**config.mk**
```make
export PLATFORM = sky130hd
export DESIGN_NAME = board_link
export DESIGN_NICKNAME = d
export VERILOG_FILES = /design/src/rtl/board_link.sv
export SDC_FILE = /design/constraint.sdc
export NUM_CORES = 1
export LEC_CHECK = 0
export ABC_AREA = 1
export BUFFER_PORTS_ARGS = -buffer_cell sky130_fd_sc_hd__buf_2
export CORE_MARGIN = 1.5
export CORE_UTILIZATION = 37
export CTS_CLUSTER_DIAMETER = 30
export DETAILED_ROUTE_END_ITERATION = 8
export HOLD_SLACK_MARGIN = 0.12
export PLACE_DENSITY = 0.51
export SYNTH_ARGS = -nofsm -noshare
export SYNTH_HDL_FRONTEND = slang
export SYNTH_SLANG_ARGS = --single-unit
```
**constraint.sdc**
```tcl
create_clock -name clk -period 2.7 [get_ports clk]
set_input_delay 0.27 -clock clk [delete_from_list [all_inputs] [get_ports clk]]
set_output_delay 0.27 -clock clk [all_outputs]
set_load 0.01 [all_outputs]
```
**src/rtl/board_link.sv**
```systemverilog
// Two-board serial link: frames the local send_* levels onto tx and recovers the peer's
// levels from rx, with parity/stop checking and a link timeout.
module board_link #(
  parameter int unsigned CLKS_PER_BIT = 868,
  parameter int unsigned GAP_BITS     = 4,
  parameter int unsigned TIMEOUT_CLKS = 2_000_000
) (
  input  logic clk,
  input  logic reset,
  input  logic send_connect,
  input  logic send_start,
  input  logic send_game_finish,
  input  logic rx,
  output logic tx,
  output logic receive_connect,
  output logic receive_start,
  output logic receive_game_finish,
  output logic link_up,
  output logic frame_err
);

  localparam int unsigned CntW = $clog2(CLKS_PER_BIT + 1);
  localparam int unsigned GapW = $clog2(GAP_BITS + 1);
  localparam int unsigned ToW  = $clog2(TIMEOUT_CLKS + 1);

  localparam logic [CntW-1:0] BitLast  = CntW'(CLKS_PER_BIT - 1);
  localparam logic [CntW-1:0] HalfLast = CntW'(CLKS_PER_BIT / 2 - 1);
  localparam logic [GapW-1:0] GapLast  = GapW'(GAP_BITS - 1);
  localparam logic [ToW-1:0]  ToMax    = ToW'(TIMEOUT_CLKS);

  // ---------------------------------------------------------------------------
  // Transmitter
  // ---------------------------------------------------------------------------
  typedef enum logic [2:0] {
    TxIdle, TxStart, TxD0, TxD1, TxD2, TxPar, TxStop
  } tx_state_e;

  tx_state_e       tx_state_q, tx_state_d;
  logic [CntW-1:0] tx_cnt_q, tx_cnt_d;
  logic [GapW-1:0] gap_cnt_q, gap_cnt_d;
  logic [2:0]      tx_data_q, tx_data_d;
  logic            tx_q, tx_d;
  logic            tx_bit_done;

  assign tx_bit_done = (tx_cnt_q == BitLast);

  always_comb begin
    tx_state_d = tx_state_q;
    tx_cnt_d   = tx_cnt_q + 1'b1;
    gap_cnt_d  = gap_cnt_q;
    tx_data_d  = tx_data_q;
    if (tx_bit_done) begin
      tx_cnt_d = '0;
      case (tx_state_q)
        TxIdle: begin
          if (gap_cnt_q == GapLast) begin
            tx_state_d = TxStart;
            gap_cnt_d  = '0;
            // Snapshot here so a frame never mixes old and new levels.
            tx_data_d  = {send_game_finish, send_start, send_connect};
          end else begin
            gap_cnt_d = gap_cnt_q + 1'b1;
          end
        end
        TxStart: tx_state_d = TxD0;
        TxD0:    tx_state_d = TxD1;
        TxD1:    tx_state_d = TxD2;
        TxD2:    tx_state_d = TxPar;
        TxPar:   tx_state_d = TxStop;
        TxStop:  tx_state_d = TxIdle;
        default: tx_state_d = TxIdle;
      endcase
    end
  end

  // tx is registered from the next state so the line never glitches.
  always_comb begin
    tx_d = 1'b1;
    case (tx_state_d)
      TxIdle:  tx_d = 1'b1;
      TxStart: tx_d = 1'b0;
      TxD0:    tx_d = tx_data_d[0];
      TxD1:    tx_d = tx_data_d[1];
      TxD2:    tx_d = tx_data_d[2];
      TxPar:   tx_d = ^tx_data_d;
      TxStop:  tx_d = 1'b1;
      default: tx_d = 1'b1;
    endcase
  end

  always_ff @(posedge clk or negedge reset) begin
    if (!reset) begin
      tx_state_q <= TxIdle;
      tx_cnt_q   <= '0;
      gap_cnt_q  <= '0;
      tx_data_q  <= '0;
      tx_q       <= 1'b1;
    end else begin
      tx_state_q <= tx_state_d;
      tx_cnt_q   <= tx_cnt_d;
      gap_cnt_q  <= gap_cnt_d;
      tx_data_q  <= tx_data_d;
      tx_q       <= tx_d;
    end
  end

  assign tx = tx_q;

  // ---------------------------------------------------------------------------
  // Receiver
  // ---------------------------------------------------------------------------
  typedef enum logic [2:0] {
    RxIdle, RxStart, RxData, RxPar, RxStop, RxCommit, RxWaitHigh
  } rx_state_e;

  logic            rx_meta_q, rx_sync_q;
  rx_state_e       rx_state_q, rx_state_d;
  logic [CntW-1:0] rx_cnt_q, rx_cnt_d;
  logic [1:0]      rx_bit_q, rx_bit_d;
  logic [2:0]      rx_data_q, rx_data_d;
  logic            rx_par_q, rx_par_d;
  logic            rx_stop_q, rx_stop_d;
  logic [2:0]      receive_q, receive_d;
  logic            link_q, link_d;
  logic            err_q, err_d;
  logic [ToW-1:0]  to_cnt_q, to_cnt_d;
  logic            commit, bad;

  always_comb begin
    rx_state_d = rx_state_q;
    rx_cnt_d   = rx_cnt_q + 1'b1;
    rx_bit_d   = rx_bit_q;
    rx_data_d  = rx_data_q;
    rx_par_d   = rx_par_q;
    rx_stop_d  = rx_stop_q;
    commit     = 1'b0;
    bad        = 1'b0;
    case (rx_state_q)
      RxIdle: begin
        rx_cnt_d = '0;
        // Idle is only entered with the line high, so low here is a falling edge.
        if (!rx_sync_q) rx_state_d = RxStart;
      end
      RxStart: begin
        if (rx_cnt_q == HalfLast) begin
          rx_cnt_d = '0;
          rx_bit_d = '0;
          rx_state_d = rx_sync_q ? RxIdle : RxData;
        end
      end
      RxData: begin
        if (rx_cnt_q == BitLast) begin
          rx_cnt_d  = '0;
          rx_data_d = {rx_sync_q, rx_data_q[2:1]};
          if (rx_bit_q == 2'd2) rx_state_d = RxPar;
          else                  rx_bit_d   = rx_bit_q + 1'b1;
        end
      end
      RxPar: begin
        if (rx_cnt_q == BitLast) begin
          rx_cnt_d   = '0;
          rx_par_d   = rx_sync_q;
          rx_state_d = RxStop;
        end
      end
      RxStop: begin
        if (rx_cnt_q == BitLast) begin
          rx_cnt_d   = '0;
          rx_stop_d  = rx_sync_q;
          rx_state_d = RxCommit;
        end
      end
      RxCommit: begin
        rx_cnt_d = '0;
        if (rx_stop_q && ((^rx_data_q) == rx_par_q)) commit = 1'b1;
        else                                         bad    = 1'b1;
        // A low stop bit may be a held-low line; wait for idle before rearming.
        rx_state_d = rx_stop_q ? RxIdle : RxWaitHigh;
      end
      RxWaitHigh: begin
        rx_cnt_d = '0;
        if (rx_sync_q) rx_state_d = RxIdle;
      end
      default: begin
        rx_cnt_d   = '0;
        rx_state_d = RxIdle;
      end
    endcase
  end

  always_comb begin
    to_cnt_d  = (to_cnt_q == ToMax) ? ToMax : to_cnt_q + 1'b1;
    receive_d = receive_q;
    link_d    = link_q;
    err_d     = bad;
    if (commit) begin
      to_cnt_d  = '0;
      receive_d = rx_data_q;
      link_d    = 1'b1;
    end else if (to_cnt_d == ToMax) begin
      receive_d = '0;
      link_d    = 1'b0;
    end
  end

  always_ff @(posedge clk or negedge reset) begin
    if (!reset) begin
      rx_meta_q  <= 1'b1;
      rx_sync_q  <= 1'b1;
      rx_state_q <= RxIdle;
      rx_cnt_q   <= '0;
      rx_bit_q   <= '0;
      rx_data_q  <= '0;
      rx_par_q   <= 1'b0;
      rx_stop_q  <= 1'b0;
      receive_q  <= '0;
      link_q     <= 1'b0;
      err_q      <= 1'b0;
      to_cnt_q   <= '0;
    end else begin
      rx_meta_q  <= rx;
      rx_sync_q  <= rx_meta_q;
      rx_state_q <= rx_state_d;
      rx_cnt_q   <= rx_cnt_d;
      rx_bit_q   <= rx_bit_d;
      rx_data_q  <= rx_data_d;
      rx_par_q   <= rx_par_d;
      rx_stop_q  <= rx_stop_d;
      receive_q  <= receive_d;
      link_q     <= link_d;
      err_q      <= err_d;
      to_cnt_q   <= to_cnt_d;
    end
  end

  assign receive_connect     = receive_q[0];
  assign receive_start       = receive_q[1];
  assign receive_game_finish = receive_q[2];
  assign link_up             = link_q;
  assign frame_err           = err_q;

endmodule

```
== After elaboration in Yosys (flattened, before gate mapping) ==
Cells that the tools add are included.
Storage, ports and cells
  latch bits: 0
  register bits after elaboration: 68
  memories: 0
  bits in writable memories: 0
  memory bits (read-only): 0
Cells by class
  $add $sub $neg: 5
  reductions and logical operators: 14
  multipliers: 0
  bitwise operators: 0
  mux-type cells: 36
  div/mod/pow operators: 0
  equality and inequality tests: 32
  $lt $le $gt $ge: 0
  shift-type cells: 0
Operators by type and width (number)
  two-way mux 3 bit: 16
  equality test 21 bit, second input constant: 2
  two-way mux 21 bit: 2
  two-way mux 10 bit: 3
  adder 21 x 1 -> 21 bit, second input constant: 1
  equality test 3 x 2 -> 1 bit, second input constant: 7
  equality test 3 bit, second input constant: 7
  case mux 3 bit (7 select lines): 1
  adder 10 x 1 -> 10 bit, second input constant: 2
  equality test 10 bit, second input constant: 2
  case mux 10 bit (2 select lines): 1
  case mux 3 bit (6 select lines): 1
  != test 2 bit, second input constant: 8
  equality test 10 x 9 -> 1 bit, second input constant: 1
  equality test 3 x 1 -> 1 bit, second input constant: 3
  two-way mux 2 bit: 4
  AND reduction 2 bit: 4
  AND reduction 7 bit: 1
  zero test 3 bit: 2
  two-way mux 1 bit: 6
  XOR reduction 3 bit: 2
  case mux 1 bit (5 select lines): 1
  case mux 2 bit (2 select lines): 1
  AND reduction 4 bit: 1
  other kinds (7): 8

== Logic depth before layout (Yosys ltp) ==
Gate-level depths: netlist of run 1.
  word-level depth: 6
  mapped depth: 15
  gate-level depth less buffers: 15

== Worst setup path after synthesis of run 1 ==
No wires, ideal clock.
  path kind: flip-flop to flip-flop
  start point: reg to_cnt_q[1]
  end point: reg link_q, in the netlist link_up
  library setup time: 121 ps
  path slack: 1039 ps
  period minus slack after synthesis: 1661 ps
  arrival: 1540 ps
  stages on the path, launching flop included: 14
  required time: 2579 ps
  path through: dfrtp_1 > ha_1 > nand3_2 > inv_2 > nand2_2 > clkinv_1 > nand2_1 > nand2_1 > nand2_1 > nand2_1 > nor3_2 > nand2_2 > nand3_1 > nand2_1
Between the ends
  word-level cells in the longest chain between the ends: 4
RTL lines
  start, declared: line 126  | logic [ToW-1:0] to_cnt_q, to_cnt_d;
  start signal, assigned: line 232  | to_cnt_q <= to_cnt_d;
  adder 21 x 1 -> 21 bit or equality test 21 bit (tied branches): line 192  | to_cnt_d = (to_cnt_q == ToMax) ? ToMax : to_cnt_q + 1'b1;
  two-way mux 21 bit (*): line 192
  equality test 21 bit (*): line 200  | end else if (to_cnt_d == ToMax) begin
  nonzero test 2 bit (no line) (*)
  end signal, assigned: line 230  | link_q <= link_d;
  end, declared: line 124  | logic link_q, link_d;
Mark *: on every way between the ends. The rest lies on a longest branch, timed or not.
A chain may end at the register's enable or synchronous reset.

== Worst setup path in the final report of run 1 ==
  start point: reg rx_cnt_q[0]
  end point: reg rx_state_q[1]
Between the ends
  word-level cells in the longest chain between the ends: 3
RTL lines
  start, declared: line 118  | logic [CntW-1:0] rx_cnt_q, rx_cnt_d;
  start signal, assigned: line 224  | rx_cnt_q <= rx_cnt_d;
  equality test 10 bit or equality test 10 x 9 -> 1 bit (tied branches)
  != test 2 bit (no line)
  AND reduction 7 bit (no line) (*)
  end signal, assigned: line 210  | rx_state_q <= RxIdle;
  end signal, assigned: line 223  | rx_state_q <= rx_state_d;
  end, declared: line 117  | rx_state_e rx_state_q, rx_state_d;
Marked as above.

==> impl.org, run 1 <==
** Status
- Outcome :: finished clean

** Synthesis
- Synth top area share :: 43.3%
- Parity-gate share of the synthesized area counting xor and xnor cells :: 2.33%
- The cell area that synthesis handed to floorplanning was 0.00376 mm2.
- By area, the combinational part of the netlist is dominated by simple AND/OR/NAND/NOR gates.
- Fraction of synthesized area in multiplexers :: 0.599%
- Synth Register Bits :: 68
- The netlist uses 41 different library cells.
- sky130_fd_sc_hd__nand2_1 is the most common cell in the netlist.
- Sequential share of the synthesized area :: 45.4%
- Ranked by total cell area, the synthesized netlist is headed by sky130_fd_sc_hd__dfrtp_1 43%, sky130_fd_sc_hd__nand2_1 14%, sky130_fd_sc_hd__nor2_1 7.0%.
- EDFF count, synth :: 0
- A synthesized cell averages 7.47 um2.
- Compound-gate portion of the synthesized area :: 8.39%
- Synthesized net count :: 516
- The Yosys step of the flow raised 0 warnings.
- After synthesis, the most frequently instantiated cells are 138 x sky130_fd_sc_hd__nand2_1, 70 x sky130_fd_sc_hd__nor2_1, 68 x sky130_fd_sc_hd__inv_1.
- Main synth FF type :: sky130_fd_sc_hd__dfrtp_1
- Of the total synthesized cell area, the portion taken by full adders, half adders and majority gates is 2.33%.
- Largest area contributor in the synthesized netlist :: sky130_fd_sc_hd__dfrtp_1
- Summing the areas of all and, or, nand and nor instances in the mapped netlist gives 33.4% of the synthesized area.
- Synthesis produced 503 cells.
- Share of flip-flops with an asynchronous set or reset after synthesis :: 100%

** Drt
- Detailed Route WL :: 7.77 mm
- Drt first-iter violations :: 134
- Antenna viol nets, final :: 0
- Overall via count from detail_route :: 3,146
- For this run, design rule violations remaining after detail routing come to 0.
- In the routed layout, each cell is associated on average with a via count of 4.72.
- For this run, the detailed router's first-pass iteration total came to 5.
- In the final routed layout, each cell accounts on average for 11.7 um.

** Timing
- In the finished design, the share of the clock period the worst path needs comes to 70.5%.
- Highest clock frequency the design can meet :: 525 MHz
- Setup violation total in the final timing report :: 0
- For the pin with the worst max-slew slack, the measured transition is 0.488 ns.
- The worst pin sits at a relative slew slack of 67.5%.
- Summed over all failing endpoints, the final setup total negative slack is 0 ns.
- Number of failing hold endpoints at the final stage :: 0
- Setup repair after global routing left no endpoint under its margin.
- Minimum period implied by the final worst setup slack :: 1.90 ns
- Number of pins exceeding their max-slew limit in the final report :: 0
- Setup Skew :: 0.0119 ns

** Final layout
- Number of diodes added for antenna fixing :: 0
- FF/Latch Area :: 0.00171 mm2
- In the final layout, the share of cells above drive strength 1 is 9.94%.
- Area occupied by multi-input gates :: 0.00177 mm2
- Compared with the post-synthesis result, the final layout area differs by 12.5%.
- Fillcell total :: 1,048
- At the end of the flow, the number of nets in the layout was 541.
- Cells fill 43.1% of the core in the end.

** Floorplan
- Measured along the x axis, the die boundary spans 104 um.
- Die area :: 0.0108 mm2
- 12 I/O pins were placed.
- Number of core rows :: 36
- Measured along the y axis, the die boundary spans 104 um.
- The initial utilization of the core area, before any placement, comes to 38.3%.
- The core region is 0.00982 mm2.

** Clock tree
- Number of instances resized during post-cts repair :: 0
- Clk Latency, worst-skew pair :: 0.34 ns
- CTS sink count :: 68
- The number of clock buffers added by TritonCTS is 9.
- After clock tree synthesis, the setup repair step added 0 buffers.
- TritonCTS built the clock tree.
- The clock passes through at most 2 buffers.
- Htree depth :: 3
- In this run the clock root is driven by a sky130_fd_sc_hd__clkbuf_8.
- In this run, post-CTS hold repair placed 2 buffers.
- Clk slew on worst S/H paths :: 0.07 ns

** Job
- Max-cap violations :: 0

** Global routing
- The first global-routing pass estimated 13.5 mm of wire.
- Antenna violations before repair :: 0
- Entering global routing, the biggest net connects 29 pins.
- Global routing consumed, over all layers together, 15.4% of the routing resources.
- Vias in the first global route :: 2,930
- Overflow left after global routing :: 0

** Critical path
- The setup path with the least slack is of type reg2reg.
- Capturing element type of the critical path :: flip-flop
- Most used cell, CP :: sky130_fd_sc_hd__nand2_1
- Crit-path max FO :: 10
- Arrival time of the worst setup path :: 2.12 ns
- Required time of the critical path :: 2.92 ns
- Highest-delay cell along the critical path :: sky130_fd_sc_hd__dfrtp_1
- Max incr delay on CP :: 0.40 ns
- Crit path launch type :: flip-flop
- Cell-by-cell trace of the critical path :: ha_1, inv_1, nor3_1, nand4_1, o21ai_0, nand2_1, inv_2, nand2_1, nand2_1, o21ai_0

** Placement
- Placer congestion estimate :: 0.831
- Summed over all nets, the half-perimeter wirelength after detailed placement is 5.77 mm.
- Total of buffers placed on input and output ports :: 11

** Pwr
- Leakage power :: 0.00204 uW
- For this design the ratio of total power to cell area is 462 mW/mm2.
- Maximum vdd ir drop :: 0.261 mV

** Min path
- Hold WC Path Type :: in2reg
final timing paths:
check | startpoint | endpoint | slack (ns) | cells after the start
worst max-delay path | rx_cnt_q[0]$_DFF_PN0_ | rx_state_q[1]$_DFFE_PN0P_ | 0.80 | 10
worst min-delay path | send_connect | tx_data_q[0]$_DFF_PN0_ | 0.18 | 3
worst max register to register | rx_cnt_q[0]$_DFF_PN0_ | rx_state_q[1]$_DFFE_PN0P_ | 0.80 | 10
worst min register to register | rx_meta_q$_DFF_PN1_ | rx_sync_q$_DFF_PN1_ | 0.36 | 0
max in group asynchronous | reset | rx_meta_q$_DFF_PN1_ | 1.48 | 3
min in group asynchronous | reset | gap_cnt_q[1]$_DFFE_PN0P_ | 0.44 | 2
layout by cell type (no fill, tap or decap), types with 10 or more instances in the layout:
| master | instances |
|---|---|
| sky130_fd_sc_hd__a21oi_1 | 18 |
| sky130_fd_sc_hd__buf_2 | 11 |
| sky130_fd_sc_hd__clkbuf_8 | 13 |
| sky130_fd_sc_hd__dfrtp_1 | 65 |
| sky130_fd_sc_hd__inv_1 | 68 |
| sky130_fd_sc_hd__nand2_1 | 138 |
| sky130_fd_sc_hd__nand3_1 | 32 |
| sky130_fd_sc_hd__nand4_1 | 10 |
| sky130_fd_sc_hd__nor2_1 | 70 |
| sky130_fd_sc_hd__nor3_1 | 13 |
| sky130_fd_sc_hd__o21ai_0 | 22 |
logic make-up (layout without fill, tap and decap cells):
| group | Yosys count | in the layout |
|---|---|---|
| buffers and inverters | 74 | 104 |
| adder cells (fa/ha/maj) | 7 | 7 |
| AND/OR/NAND/NOR | 286 | 286 |
| XOR/XNOR | 10 | 10 |
| AO/OA/AOI/OAI | 56 | 56 |
| multiplexers | 2 | 2 |
| flip-flops | 68 | 68 |
per-layer routing:
layer / up-vias / GRT usage (%) / wire (um)
met5: - / 0 / 0
met4: 0 / 6.05 / 103
met3: 9 / 3.21 / 217
met2: 38 / 23.4 / 3450
met1: 1445 / 21.5 / 3990
li1: 1654 / - / -
power by group:
| part | total (uW) | leakage, uW | switching (uW) | internal (uW) |
|---|---|---|---|---|
| clock network | 902 | 0.000110 | 372 | 530 |
| logic | 28.3 | 0.00104 | 21.6 | 6.72 |
| registers | 1020 | 0.000896 | 0.834 | 1020 |
cell type report:
cell class	instances	share of cell area [%]
timing repair buffer	17	2.49
multi-input combinational	361	41.8
clock buffer	15	4.41
tap	133	3.94
sequential	68	40.3
inverter	71	6.30
clock inverter	1	0.710
worst max-delay path: cells and delay by family, from the launching register on:
family / cells / cell delay (ns)
AO/OA/AOI/OAI: 2 / 0.18
adder cells (fa/ha/maj): 1 / 0.25
AND/OR/NAND/NOR: 5 / 0.70
buffers and inverters: 2 / 0.26
flip-flops: 1 / 0.40
per-stage QoR:
stage	instances	worst slack, ns	power, uW	cell area (um2)	hold slack, ns
after floorplan	503	1.04	1040	3760	-0.0256
after global placement	648	0.822	1070	3990	0.265
after detailed placement	648	0.783	1070	3990	0.277
after CTS	666	0.784	1990	4230	0.166
after global routing	666	0.492	2040	4230	0.171
final	666	0.796	1950	4230	0.182
state kept, by name (all words and copies together), names as in the netlist, 2 cells and up:
signal      flops
gap_cnt_q       3
receive_q       3
rx_bit_q        2
rx_cnt_q       10
rx_data_q       3
rx_state_q      3
to_cnt_q       21
tx_cnt_q       10
tx_data_q       3
tx_state_q      3
(Power assumes the default switching activity.)
==> run 2: changes to the inputs <==
--- a/config.mk
+++ b/config.mk
@@ -12,7 +12,7 @@
 export CTS_CLUSTER_DIAMETER = 30
 export DETAILED_ROUTE_END_ITERATION = 8
 export HOLD_SLACK_MARGIN = 0.12
-export PLACE_DENSITY = 0.51
+export PLACE_DENSITY = 0.53
 export SYNTH_ARGS = -nofsm -noshare
 export SYNTH_HDL_FRONTEND = slang
 export SYNTH_SLANG_ARGS = --single-unit
==> constraint.sdc (replaced) <==
create_clock -name clk -period 1.6 [get_ports clk]
set_input_delay 0.16 -clock clk [delete_from_list [all_inputs] [get_ports clk]]
set_output_delay 0.16 -clock clk [all_outputs]
set_load 0.01 [all_outputs]
==> run 2 against run 1 <==
The run now ends with setup timing left. Routed wire length is 13% higher. Sequential cell count unchanged. Clock power increased by 83%. Sequential power rose by 69%. Critical endpoint is now receive_q[2]$_DFFE_PN0P_. Clock skew decreased by 0.0010 ns. Cell count rose by 13%. Design area increased by 23%. Worst setup slack got worse by 0.98 ns. Utilization up 9.9 points.
==> impl.org, run 2 (synthesized netlist as in run 1, its figures left out) <==
** Clock tree
- The clock net in this run drives a total of 68 sinks.
- Clk Latency, worst-skew pair :: 0.36 ns
- Clk slew on worst S/H paths :: 0.08 ns
- The root buffer cell chosen for the clock tree is sky130_fd_sc_hd__clkbuf_8.
- Number of buffers created by CTS :: 9
- Htree depth :: 3
- Max Buffers Root-to-Sink :: 2
- Clock tree from TritonCTS :: built

** Floorplan
- Die area :: 0.0108 mm2
- Top-Level Pins :: 12
- Starting density of the core :: 38.3%
- The floorplan has 36 rows.
- Chip Width :: 104 um
- The core region is 0.00982 mm2.
- Die Height :: 104 um

** Final layout
- After routing the design area is 0.00520 mm2.
- Max reg flops :: 21
- Proportion of layout cells with a drive suffix above 1 :: 33.9%
- Once layout is complete, the cells apart from fillers number 755.
- The repair_antennas step left the layout with diodes totalling 0.
- Most frequent cells in the layout :: 120 x sky130_fd_sc_hd__nand2_1, 89 x sky130_fd_sc_hd__buf_4, 61 x sky130_fd_sc_hd__inv_1
- Count of nets after finishing :: 630
- In the final layout, the registers with the most flip-flops are to_cnt_q: 21 flops, rx_cnt_q: 10 flops, tx_cnt_q: 10 flops.
- The library cell used most frequently in the layout, excluding fill and tap cells, is sky130_fd_sc_hd__nand2_1.
- Ranked by flip-flop count, first place goes to to_cnt_q.
- The area growth from synthesis to layout is 38.3%.

** Drt
- Antenna viol nets, final :: 0
- Met3 routed WL :: 279 um
- The detailed router used layers up to and including met4.
- Detailed routing inserted a total of 3,598 vias.
- For this run, design rule violations remaining after detail routing come to 0.
- Met2 Routed Length :: 4.24 mm
- The first TritonRoute pass finished after 4 iterations.
- Detailed Route WL :: 8.79 mm
- Avg WL per Cell :: 11.6 um
- In the final routing, the length of wire on met1 measures 4.07 mm.
- Via count normalized by instance count :: 4.77
- Drt first-iter violations :: 188

** Critical path
- STA puts the critical path data arrival time at 2.03 ns.
- Max incr delay on CP :: 0.44 ns
- Crit-path max FO :: 5
- Required time of the critical path :: 1.85 ns
- Crit path launch type :: flip-flop
- The worst register-to-register path begins at to_cnt_q[1]$_DFF_PN0_.
- Among cell families on the critical path, the largest total delay comes from simple AND/OR/NAND/NOR gates.
- Critical register-to-register path endpoint :: receive_q[2]$_DFFE_PN0P_
- Number of cells on the worst reg-to-reg path :: 14
- The worst setup path is captured at a flip-flop.
- On the critical path, the stage with the largest delay is an instance of sky130_fd_sc_hd__dfrtp_1.
- Most used cell, CP :: sky130_fd_sc_hd__nand2_1
- Setup slack of the most critical reg-to-reg path :: -0.19 ns
- The critical path goes through ha_4, nand3_4, inv_4, nand2_4, clkinv_2, nand3b_1, nand2_2, nand2_1, nor2_1, nand2_1, nor2_2, nand2_2, nand3_1, nand2_1.
- The worst setup path is of the reg2reg kind.
- Critical path buffer and inverter count :: 2

** Placement
- The congestion estimate from routability-driven global placement came to 0.864.
- Once placement completed, the tool counted placed cells totaling 719.
- Total of buffers placed on input and output ports :: 11
- Standard cell area after detailed placement :: 0.00456 mm2
- Once detailed placement completed, the half-perimeter wirelength came to 6.19 mm.

** Timing
- Ratio of final minimum period to clock period :: 112%
- Once routing completed, OpenROAD measured the worst setup slack at -0.186 ns.
- Based on the critical path, the design can be clocked at up to 560 MHz.
- Setup Skew :: 0.0108 ns
- Setup repair after global routing could not meet its margin everywhere.
- Headroom to the max-slew limit came out at 75.8%.
- The smallest clock period supported by the final layout is computed as 1.79 ns.
- Setup violations remaining at the end of the flow were counted as 6.
- The total count of hold-check failures in the final report was 0.
- Worst-Margin Slew :: 0.363 ns
- The number of pins exceeding their max-slew limit in the final report was 0.

** Global routing
- Vias in the first global route :: 3,488
- Antenna violations before repair :: 0
- Global routing finished with a remaining overflow of 0.
- Maximum number of pins on one net before global-route repair :: 56
- The first global-routing pass estimated 15.1 mm of wire.
- In the global route stage, overall resource usage came out at 17.2%.

** Min path
- The tightest min-delay check is of the in2async type.

** Pwr
- Total power consumption of the routed design :: 3430 uW
- Maximum vdd ir drop :: 0.336 mV
- For this design the ratio of total power to cell area is 659 mW/mm2.
- For this design the static power due to leakage is 0.00253 uW.

** Status
- The final reports fail on setup timing.
- The run finished, with violations left.

** Job
- Across the run, the number of max-cap violations was 0.
-- run 2: cell count changes in the layout (fill, tap and decap cells not counted), moves of 7 or more --
cell / change
sky130_fd_sc_hd__buf_4: +85
sky130_fd_sc_hd__dfrtp_1: -8
sky130_fd_sc_hd__dfrtp_2: +8
sky130_fd_sc_hd__inv_1: -7
sky130_fd_sc_hd__nand2_1: -18
sky130_fd_sc_hd__nand2_2: +14
sky130_fd_sc_hd__nor2_1: -12
sky130_fd_sc_hd__nor2_2: +9
-- run 2: where the power goes --
group	switching, uW	internal, uW	total [uW]
clock	686	964	1650
sequential	1.62	1720	1720
combinational	38.6	14.9	53.4
total	726	2700	3430
-- run 2: repair_timing --
action,in CTS,in global routing
gates resized for setup,28,56
hold buffers,3,0
pin swaps,17,32
endpoints found under the hold margin,61,0
gates cloned,0,0
setup buffers,7,11
setup endpoints to repair,7,48
-- run 2: worst max-delay path by stage --
stage,startpoint,end,slack (ns),depth (start not counted)
floorplan,to_cnt_q[1]$_DFF_PN0_,link_up$_DFFE_PN0P_,0.008,12
global placement,to_cnt_q[1]$_DFF_PN0_,link_up$_DFFE_PN0P_,-0.19,14
detailed placement,to_cnt_q[1]$_DFF_PN0_,receive_q[2]$_DFFE_PN0P_,-0.17,14
CTS,to_cnt_q[1]$_DFF_PN0_,receive_q[2]$_DFFE_PN0P_,-0.17,14
global route,to_cnt_q[0]$_DFF_PN0_,link_up$_DFFE_PN0P_,-0.32,11
finish,to_cnt_q[1]$_DFF_PN0_,receive_q[2]$_DFFE_PN0P_,-0.19,14
-- run 2: layer usage --
metal,track usage [%],vias up
met3,3.15,21
met5,0,-
met2,28.4,48
li1,-,1825
met4,7.84,0
met1,22.0,1704
-- run 2: cell type report --
type,count,area (um2)
clock buffer,11,151
clock inverter,5,83.8
fill,971,4620
inverter,71,270
multi-input combinational,361,2010
sequential,68,1720
tap,133,166
timing repair buffer,106,796
-- run 2: stage by stage --
step / setup slack, ns / setup TNS, ns / util [%] / hold WS, ns
floorplan: 0.00828 / 0 / - / -0.136
global placement: -0.192 / -0.781 / 46.4 / 0.0968
detailed placement: -0.172 / -0.784 / 46.4 / 0.103
CTS: -0.168 / -0.672 / 50.5 / 0.253
global route: -0.324 / -1.95 / 52.9 / 0.284
finish: -0.186 / -0.816 / 52.9 / 0.254
==> run 3: changes to the inputs <==
--- a/config.mk
+++ b/config.mk
@@ -7,12 +7,15 @@
 export LEC_CHECK = 0
 export ABC_AREA = 1
 export BUFFER_PORTS_ARGS = -buffer_cell sky130_fd_sc_hd__buf_2
+export CAP_MARGIN = 5
 export CORE_MARGIN = 1.5
 export CORE_UTILIZATION = 37
 export CTS_CLUSTER_DIAMETER = 30
+export CTS_CLUSTER_SIZE = 14
 export DETAILED_ROUTE_END_ITERATION = 8
 export HOLD_SLACK_MARGIN = 0.12
 export PLACE_DENSITY = 0.53
+export SKIP_CTS_REPAIR_TIMING = 1
 export SYNTH_ARGS = -nofsm -noshare
 export SYNTH_HDL_FRONTEND = slang
 export SYNTH_SLANG_ARGS = --single-unit
==> run 3 against run 2 <==
The flow still finishes with violations (setup timing). Clock-buffer cell count did not move. Clock skew rose by 0.00085 ns. Cell count fell by 1.1%. Utilization fell by 0.90 points. Hold slack improved by 0.00074 ns.
==> impl.org, run 3 (synthesized netlist as in run 1, its figures left out) <==
** Status
- Outcome :: finished, violations left
- Violated checks :: setup timing

** Floorplan
- The floorplan step defined a core boundary enclosing 0.00982 mm2.
- After floorplanning, the core was divided into 36 placement rows.
- The die covers 0.0108 mm2.
- Top-Level Pins :: 12
- The floorplan step set the die height to 104 um.
- The die is 104 um wide.
- Starting density of the core :: 38.3%

** Global routing
- The first global-routing pass estimated 14.7 mm of wire.
- Overflow left after global routing :: 0
- Maximum number of pins on one net before global-route repair :: 56
- The number of antenna violations at the first check in global routing came to 0.
- Vias in the first global route :: 3,388
- In the global route stage, overall resource usage came out at 16.8%.

** Final layout
- Area Growth Syn to Fin :: 36.0%
- Post-Route Utilization :: 52.0%
- Most frequent cells in the layout :: 122 x sky130_fd_sc_hd__nand2_1, 82 x sky130_fd_sc_hd__buf_4, 63 x sky130_fd_sc_hd__inv_1
- Proportion of layout cells with a drive suffix above 1 :: 31.6%
- Excluding fillers, the count of instances in the completed layout stands at 747.
- The register with the most flip-flops in the layout has 21 of them.
- Regs by FF count :: to_cnt_q: 21 flops, rx_cnt_q: 10 flops, tx_cnt_q: 10 flops
- The register with the most flip-flops in the final layout is to_cnt_q.
- Fillcell total :: 990
- After routing the design area is 0.00511 mm2.
- 0 antenna diodes ended up in the layout.
- Commonest non-fill, non-tap cell in the layout :: sky130_fd_sc_hd__nand2_1
- Count of nets after finishing :: 622

** Critical path
- At the worst endpoint, the required time is 1.85 ns.
- Number of cells on the worst reg-to-reg path :: 14
- Critical register-to-register path endpoint :: receive_q[2]$_DFFE_PN0P_
- Setup slack of the most critical reg-to-reg path :: -0.19 ns
- On the worst path, the slowest cell contributes a delay of 0.43 ns.
- Critical path buffer and inverter count :: 2
- The signal on the critical path passes through ha_4, nand3_4, inv_4, nand2_4, inv_2, nand3b_1, nand2_2, nand2_1, nor2_1, nand2_1, nor2_2, nand2_2, nand3_1, nand2_1.
- The worst setup path is captured at a flip-flop.
- Crit path launch type :: flip-flop
- By startpoint and endpoint, the worst setup path is classified as reg2reg.
- Reg2Reg Launch Point :: to_cnt_q[1]$_DFF_PN0_
- Data on the critical path arrives at its endpoint at 2.03 ns.
- Most used cell, CP :: sky130_fd_sc_hd__nand2_1
- Category of cells accounting for the largest share of critical-path delay :: simple AND/OR/NAND/NOR gates
- Among all stages on the critical path, the largest delay is contributed by sky130_fd_sc_hd__dfrtp_1.
- Of all nets on the critical path, the largest fanout is 5.

** Min path
- In this run the worst hold path is classified as in2async.

** Clock tree
- Number of buffers created by CTS :: 9
- The tree is rooted in a sky130_fd_sc_hd__clkbuf_8.
- For the worst-skew pair, the clock arrives at the later sink with an insertion delay of 0.36 ns.
- TritonCTS built the clock tree.
- Htree depth :: 3
- After clock tree synthesis, the clock-pin slew on the worst setup and hold paths is 0.08 ns.
- The clock passes through at most 2 buffers.
- CTS saw 68 sinks.

** Placement
- Number of instances in the placed design :: 719
- Standard cell area after detailed placement :: 0.00456 mm2
- Placer congestion estimate :: 0.864
- Total of buffers placed on input and output ports :: 11
- Estimated wirelength of the detail-placed design :: 6.19 mm

** Drt
- Drt first pass iters :: 5
- The first routing iteration left 205 violations.
- In this run the remaining antenna-violating nets after routing total 0.
- # DRC :: 0
- Detailed routing inserted a total of 3,536 vias.
- Detailed Route WL :: 8.58 mm
- In the final routed layout, each cell accounts on average for 11.5 um.
- In the routed layout, each cell is associated on average with a via count of 4.73.

** Timing
- Headroom to the max-slew limit came out at 75.9%.
- Based on the critical path, the design can be clocked at up to 560 MHz.
- Number of pins exceeding their max-slew limit in the final report :: 0
- Setup Skew :: 0.0117 ns
- Final setup slack of the worst path :: -0.187 ns
- The smallest clock period supported by the final layout is computed as 1.79 ns.
- RSZ-0062 raised after global routing :: true
- Ratio of final minimum period to clock period :: 112%
- Number of failing hold endpoints at the final stage :: 0
- Setup violation total in the final timing report :: 5
- Worst-Margin Slew :: 0.362 ns

** Pwr
- Combinational cells account for 1.5% of the total power.
- Sequential share of power :: 50.2%
- Cell Pwr Density :: 672 mW/mm2
- Leakage power :: 0.00248 uW
- Internal power :: 2700 uW
- Part of the total power dissipated in the clock network :: 48.2%
- Maximum vdd ir drop :: 0.336 mV
- Sw Ratio :: 21.3%
- Summed over all nets, the switching power comes to 730 uW.

** Job
- Max-cap violations in this run came to 0.
[run 3: metal layers]
layer | vias up | wire length (um) | global-route usage, %
met3 | 21 | 264 | 3.21
met4 | 0 | 200 | 7.84
li1 | 1817 | - | -
met1 | 1648 | 4020 | 21.6
met2 | 50 | 4100 | 27.4
met5 | - | 0 | 0
[run 3: how the worst max path moves through the flow]
stage	to	from	slack, ns	depth (start not counted)
floorplan	link_up$_DFFE_PN0P_	to_cnt_q[1]$_DFF_PN0_	0.008	12
global placement	link_up$_DFFE_PN0P_	to_cnt_q[1]$_DFF_PN0_	-0.19	14
detailed placement	receive_q[2]$_DFFE_PN0P_	to_cnt_q[1]$_DFF_PN0_	-0.17	14
CTS	receive_q[2]$_DFFE_PN0P_	to_cnt_q[1]$_DFF_PN0_	-0.21	14
global route	link_up$_DFFE_PN0P_	to_cnt_q[0]$_DFF_PN0_	-0.32	11
finish	receive_q[2]$_DFFE_PN0P_	to_cnt_q[1]$_DFF_PN0_	-0.19	14
[run 3: power groups by stage]
stage,logic [uW],clock network (uW),registers (uW)
floorplan,1.84,0,1760
global placement,50.3,0,1760
detailed placement,51.4,0,1760
CTS,51.3,1710,1720
global route,63.3,1770,1720
finish,52.8,1660,1720
[run 3: cell type report]
| type | count | area, um2 | area share (%) |
|---|---|---|---|
| Clock inverter | 5 | 83.8 | 1.64 |
| Timing Repair Buffer | 98 | 732 | 14.3 |
| Clock buffer | 11 | 151 | 2.96 |
| Inverter | 71 | 269 | 5.27 |
| Multi-Input combinational cell | 361 | 1990 | 39.0 |
| Sequential cell | 68 | 1720 | 33.6 |
| Tap cell | 133 | 166 | 3.26 |
[run 3: stage by stage]
step           hold slack, ns  power, uW  TNS [ns]  setup slack, ns
4_1_cts                -0.298       3480    -0.949           -0.213
2_1_floorplan          -0.136       1760         0          0.00828
3_3_place_gp           0.0968       1810    -0.781           -0.192
3_5_place_dp            0.103       1810    -0.784           -0.172
6_report                0.255       3430    -0.719           -0.187
5_1_grt                 0.284       3560     -1.42           -0.315
